[config.mk]
export PLATFORM = sky130hd
export DESIGN_NAME = seven_seg_scan_controller
export DESIGN_NICKNAME = d
export VERILOG_FILES = /design/src/rtl/seven_seg_scan_controller.sv
export SDC_FILE = /design/constraint.sdc
export NUM_CORES = 1
export LEC_CHECK = 0
export ABC_AREA = 1
export CORE_ASPECT_RATIO = 1.5
export CORE_MARGIN = 2
export CORE_UTILIZATION = 50
export DETAILED_ROUTE_END_ITERATION = 8
export GPL_TIMING_DRIVEN = 0
export HOLD_SLACK_MARGIN = 0.06
export PLACE_DENSITY_LB_ADDON = 0.05
export SETUP_SLACK_MARGIN = 0.2
export SKIP_LAST_GASP = 1
export SLEW_MARGIN = 0
export SYNTH_ARGS = -nofsm -noshare
export SYNTH_HDL_FRONTEND = slang
export SYNTH_SLANG_ARGS = --single-unit
[constraint.sdc]
create_clock -name clk -period 2.1 [get_ports clk]
set_input_delay 0.42 -clock clk [delete_from_list [all_inputs] [get_ports clk]]
set_output_delay 0.42 -clock clk [all_outputs]
set_load 0.02 [all_outputs]
[src/rtl/seven_seg_scan_controller.sv]
// Seven-segment scan controller: time-multiplexes NUM_DIGITS common-anode
// digits through one shared BCD decoder. Each digit slot is an all-off guard
// interval followed by the digit's on-time. New display data is staged and
// committed only at a frame boundary, so a frame never mixes old and new digits.
module seven_seg_scan_controller #(
  parameter int NUM_DIGITS   = 4,
  parameter int ON_CYCLES    = 50000,
  parameter int GUARD_CYCLES = 1000
) (
  input  logic                          clk,
  input  logic                          reset,
  input  logic                          enable,
  input  logic [4*NUM_DIGITS-1:0]       value,
  input  logic                          load,
  input  logic                          blank_lz,
  output logic [3:0]                    digit_bcd,
  output logic [NUM_DIGITS-1:0]         anode,
  output logic [$clog2(NUM_DIGITS)-1:0] scan_idx,
  output logic                          frame_done,
  output logic                          load_ack
);

  localparam int IDX_W = $clog2(NUM_DIGITS);
  localparam int MAX_CYCLES = (ON_CYCLES > GUARD_CYCLES) ? ON_CYCLES : GUARD_CYCLES;
  localparam int CNT_W = (MAX_CYCLES > 1) ? $clog2(MAX_CYCLES) : 1;

  localparam logic [CNT_W-1:0] GUARD_LAST = CNT_W'(GUARD_CYCLES - 1);
  localparam logic [CNT_W-1:0] ON_LAST    = CNT_W'(ON_CYCLES - 1);
  localparam logic [IDX_W-1:0] IDX_LAST   = IDX_W'(NUM_DIGITS - 1);

  localparam logic [1:0] ST_IDLE  = 2'd0;
  localparam logic [1:0] ST_BLANK = 2'd1;
  localparam logic [1:0] ST_SHOW  = 2'd2;

  logic [1:0]              state;
  logic [CNT_W-1:0]        cnt;
  logic [4*NUM_DIGITS-1:0] staging;
  logic [4*NUM_DIGITS-1:0] display;
  logic                    pending;

  logic                    last_idx;
  logic                    guard_end;
  logic                    show_end;
  logic                    boundary;
  logic                    commit;
  logic [IDX_W-1:0]        next_idx;
  logic [4*NUM_DIGITS-1:0] display_next;
  logic [NUM_DIGITS-1:0]   blank_mask;
  logic [NUM_DIGITS-1:0]   show_anode;

  // Digit i (i>0) is blanked when it and every more-significant digit are zero.
  function automatic logic [NUM_DIGITS-1:0] lz_mask(
    input logic [4*NUM_DIGITS-1:0] disp,
    input logic                    en
  );
    logic run;
    run = 1'b1;
    lz_mask = '0;
    for (int i = NUM_DIGITS - 1; i > 0; i--) begin
      run = run & (disp[4*i +: 4] == 4'd0);
      lz_mask[i] = en & run;
    end
  endfunction

  // Slot timing decodes, commit decision and the anode pattern for SHOW entry.
  always_comb begin
    last_idx  = (scan_idx == IDX_LAST);
    guard_end = (cnt == GUARD_LAST);
    show_end  = (cnt == ON_LAST);
    // The final SHOW cycle of the last digit is the frame boundary.
    boundary  = enable && (state == ST_SHOW) && show_end && last_idx;
    commit    = pending && ((state == ST_IDLE) || boundary);
    next_idx  = last_idx ? '0 : scan_idx + 1'b1;
    // Digit 0 of the next frame must come from freshly committed data.
    display_next = commit ? staging : display;
    blank_mask   = lz_mask(display, blank_lz);
    show_anode   = '1;
    if (!blank_mask[scan_idx]) begin
      show_anode[scan_idx] = 1'b0;
    end
  end

  // Load staging and frame-boundary commit into the display register.
  always_ff @(posedge clk) begin
    if (reset) begin
      staging  <= '0;
      display  <= '0;
      pending  <= 1'b0;
      load_ack <= 1'b0;
    end else begin
      load_ack <= 1'b0;
      if (commit) begin
        display  <= staging;
        pending  <= 1'b0;
        load_ack <= 1'b1;
      end
      // A load on the commit cycle is taken after the commit, so it stays pending.
      if (load) begin
        staging <= value;
        pending <= 1'b1;
      end
    end
  end

  // Scan state machine: IDLE -> (BLANK -> SHOW) per digit, wrapping each frame.
  always_ff @(posedge clk) begin
    if (reset) begin
      state      <= ST_IDLE;
      cnt        <= '0;
      scan_idx   <= '0;
      anode      <= '1;
      digit_bcd  <= 4'd0;
      frame_done <= 1'b0;
    end else begin
      frame_done <= 1'b0;
      case (state)
        ST_IDLE: begin
          anode    <= '1;
          scan_idx <= '0;
          cnt      <= '0;
          if (enable) begin
            state     <= ST_BLANK;
            digit_bcd <= display_next[3:0];
          end
        end
        ST_BLANK: begin
          if (!enable) begin
            state    <= ST_IDLE;
            anode    <= '1;
            scan_idx <= '0;
            cnt      <= '0;
          end else if (guard_end) begin
            state <= ST_SHOW;
            cnt   <= '0;
            anode <= show_anode;
          end else begin
            cnt <= cnt + 1'b1;
          end
        end
        ST_SHOW: begin
          if (!enable) begin
            state    <= ST_IDLE;
            anode    <= '1;
            scan_idx <= '0;
            cnt      <= '0;
          end else if (show_end) begin
            state      <= ST_BLANK;
            cnt        <= '0;
            anode      <= '1;
            scan_idx   <= next_idx;
            digit_bcd  <= display_next[{next_idx, 2'b00} +: 4];
            frame_done <= last_idx;
          end else begin
            cnt <= cnt + 1'b1;
          end
        end
        default: begin
          state    <= ST_IDLE;
          anode    <= '1;
          scan_idx <= '0;
          cnt      <= '0;
        end
      endcase
    end
  end

endmodule

==> results_dict.tcl <==
set metrics [dict create \
    crit_buf_inv 1 \
    layout-drive-gt1-share_pct 19.40 \
    n_antenna_cell 0 \
    grt_usage_pct 22.95 \
    hold_class "reg -> reg" \
    netlist.area_leader.share_pct 43.52 \
    clk_latency_ps 350 \
    gp_congestion 0.8556 \
    p_comb_share_pct 17.1 \
    core_sq_um 5700 \
    synth_edf_count 0 \
    timing.final.crit_period_ps 1858 \
    worstPathCellList "clkdlybuf4s50_1" \
    die_area_sq_um 6433 \
    cpMaxStageDelayCell "clkdlybuf4s50_1" \
    ys.flop_type "dfxtp_1" \
    dp_hpwl_mm 5.046 \
    syn_nets 410 \
    cts_root_buf "clkbuf_8" \
    status "finished clean" \
    fin_crit_sh_pct 88.46 \
    avgSynthCellArea_sq_um 7.626 \
    crit_path_end_kind "output pin" \
    synthesis.area_sq_um 2898 \
    synth_top_family_by_area "simple AND/OR/NAND/NOR gates" \
    syn-instance-count 380 \
    r2r_slack_ps 260 \
    crit_path_max_fanout 6 \
    worstMarginPinSlew_ps 563.8 \
    synth_warnings 0 \
    fmax_mhz 538.3 \
    drt_wl_total_mm 6.793 \
    synth_xor_area_share_pct 2.116 \
    power.internal_uw 2072 \
    regArea_sq_um 1271 \
    skew_ps 7.572 \
    final_max_slew_viol_count 0 \
    ys_seq_area_share_pct 43.52 \
    multi_input_area_sq_um 1570 \
    peakVddDrop_mv 0.5078 \
    synth_compound_area_share_pct 11.66 \
    fillCellCount 541 \
    grt_pass1_vias 2536 \
    cp-start-kind "flop" \
    rows 34 \
    switching_share_pct 27.46 \
    die_y_microns 97.24 \
    rsz0062_at_grt "yes" \
    nets 459 \
    finalPower_uw 2857 \
    async_flop_share_pct 0 \
    numCtsBuffers 9 \
    overflow 0 \
    grt_max_degree 11 \
    holdCritStartpoint "anode[0]$_SDFFE_PP1P_" \
    io_buffers 31 \
    vias_per_cell 5.194 \
    finalSetupViolCount 0 \
    p_clk_share_pct 37.3 \
    pwr_density_cell_nw_per_um2 772.4 \
    slowest_delay_ps 650 \
    net-switching-power_uw 784.5 \
    antenna_found_initial 0 \
    whs_path_depth 2 \
    drc 0 \
    clkSinkCount 63 \
    r2r_start "cnt[0]$_SDFF_PP0_" \
    area_growth_syn_to_layout_pct 27.63 \
    tns_ps 0 \
    p_seq_share_pct 45.6 \
    vias 2623 \
    cts_tree "yes" \
    relSlewSlack_pct 62.42 \
    clk_pin_slew_ps 70 \
    drv_cap 0 \
    rr_worst_depth 13 \
    htreeDepth 3 \
    p_leak_uw 0.001444 \
    synthTopCellsByArea "dfxtp_1 44%, nor2_1 8.5%, nand3_1 7.4%, nand2_1 6.3%, a21oi_1 4.3%" \
    critPathRequiredTime_ps 1680 \
    initial_core_util_pct 50.83 \
    grt_pass1_wl_mm 11.24 \
    clock_path_buffers 2 \
    synth-simple-area-share_pct 31.78 \
    crit_family "buffers and inverters" \
    yosys.cell_types.count 39 \
    synth_adder_area_share_pct 3.886 \
    numPlacedInstances 483 \
    synth_seq_cells 63 \
    setup_ws_ps 242.3 \
    yosys.area.top_type "dfxtp_1" \
    firstDrtPassIters 4 \
    final_area_sq_um 3699 \
    place_area_sq_um 3298 \
    wl_per_cell_microns 13.45 \
    crit_type "reg -> out" \
    ant_nets 0 \
    first_iter_violations 61 \
    fin_cells 505 \
    die_x_microns 66.16 \
    pin_count 33 \
    hold_viol 0 \
    place_ws_ps -360.9 \
    cp_data_arrival_time_ps 1440 \
    worst_r2r_endpoint "digit_bcd[1]$_SDFFE_PP0P_" \
    synth_mux_area_share_pct 0 \
    min_to "anode[0]$_SDFFE_PP1P_" \
]
metrics by stage:
stage,hold WS [ps],util [%]
6_report,465.6,64.88
5_1_grt,498.3,64.88
4_1_cts,443.6,62.47
3_5_place_dp,440.6,57.86
3_3_place_gp,432.9,57.86
2_1_floorplan,417.5,-
cell usage in the layout, fill, tap and decap left out, drive strengths merged:
cell and instances:
o211ai 1, xnor2 3, dfxtp 63, a211oi 1
nor3b 1, nor3 6, nand2 56, o41ai 2
a21oi 27, o21a 1, nand3 45, ha 9
o31ai 1, inv 33, nor4 4, clkbuf 19
clkinv 3, nand4 8, clkdlybuf4s50 30, buf 12
nor2 70, o21ai 28, xor2 4, clkinvlp 1
or2 3, bufinv 1, dlygate4sd2 1
timing repair:
action	4_1_cts	5_1_grt
pin swaps	5	10
buffers inserted	2	5
setup endpoints to repair	18	17
hold buffers	0	0
resized for setup	16	29
endpoints found under the hold margin	0	0
metal layers:
metal	wire, microns	vias to the layer above	global-route usage (%)
met5	0	-	0
met4	143	0	10.20
met3	207	12	5.214
met2	3751	49	42.15
met1	2690	1211	23.73
li1	-	1351	-
registers in the layout, indices dropped and copies added, names as in the netlist:
name and count:
display 16, digit_bcd 4, scan_idx 2, load_ack 1, cnt 16, state 2, frame_done 1, pending 1
anode 4, staging 16
how the worst max path moves through the flow:
stage                     slack, ps                   endpoint  cells past startpoint                startpoint
after global placement         -340  digit_bcd[2]$_SDFFE_PP0P_                     13                    enable
after CTS                       210         cnt[15]$_SDFF_PP0_                      8         cnt[1]$_SDFF_PP0_
after detailed placement       -360  digit_bcd[2]$_SDFFE_PP0P_                     13                    enable
after floorplan                 320  digit_bcd[2]$_SDFFE_PP0P_                     14     state[0]$_SDFFE_PP0P_
after global routing            130  digit_bcd[1]$_SDFFE_PP0P_                     13         cnt[0]$_SDFF_PP0_
final                           240                scan_idx[1]                      1  scan_idx[1]$_SDFFE_PP0P_
cell usage after synthesis (2+ instances only):
library cell and instances:
nand4_1 7, ha_1 9, o21ai_0 21, nand2_2 5, nand2_1 49, nor4_1 3
nor2_1 66, a21oi_1 25, dfxtp_1 63, xor2_1 4, nor3_1 4, o41ai_1 2
xnor2_1 3, nor3_2 2, a21oi_2 2, inv_1 31, clkbuf_1 7, nand2_4 2
o21ai_1 5, nor2_2 3, inv_2 2, or2_1 3, o21ai_2 2, nand3_1 43
buf_6 3
power groups by stage:
stage | Clock, uW | Sequential [uW] | Combinational, uW
detailed placement | 0 | 1330 | 453
finish | 1060 | 1300 | 488
global route | 1140 | 1310 | 542
global placement | 0 | 1320 | 449
CTS | 1080 | 1300 | 461
floorplan | 0 | 1340 | 284
kinds of logic after synthesis:
group / after synthesis
adder cells (fa/ha/maj): 9
AO/OA/AOI/OAI: 61
AND/OR/NAND/NOR: 193
buffers and inverters: 47
XOR/XNOR: 7
flip-flops: 63
final cells by class:
cell class                      count  area share [%]
Buffer                             12           2.030
Clock buffer                       12           4.195
Clock inverter                      3           1.150
Inverter                           35           3.586
Multi-Input combinational cell    270           42.46
Sequential cell                    63           34.37
Tap cell                           72           2.436
Timing Repair Buffer               38           9.777
(Power assumes the default switching activity.)
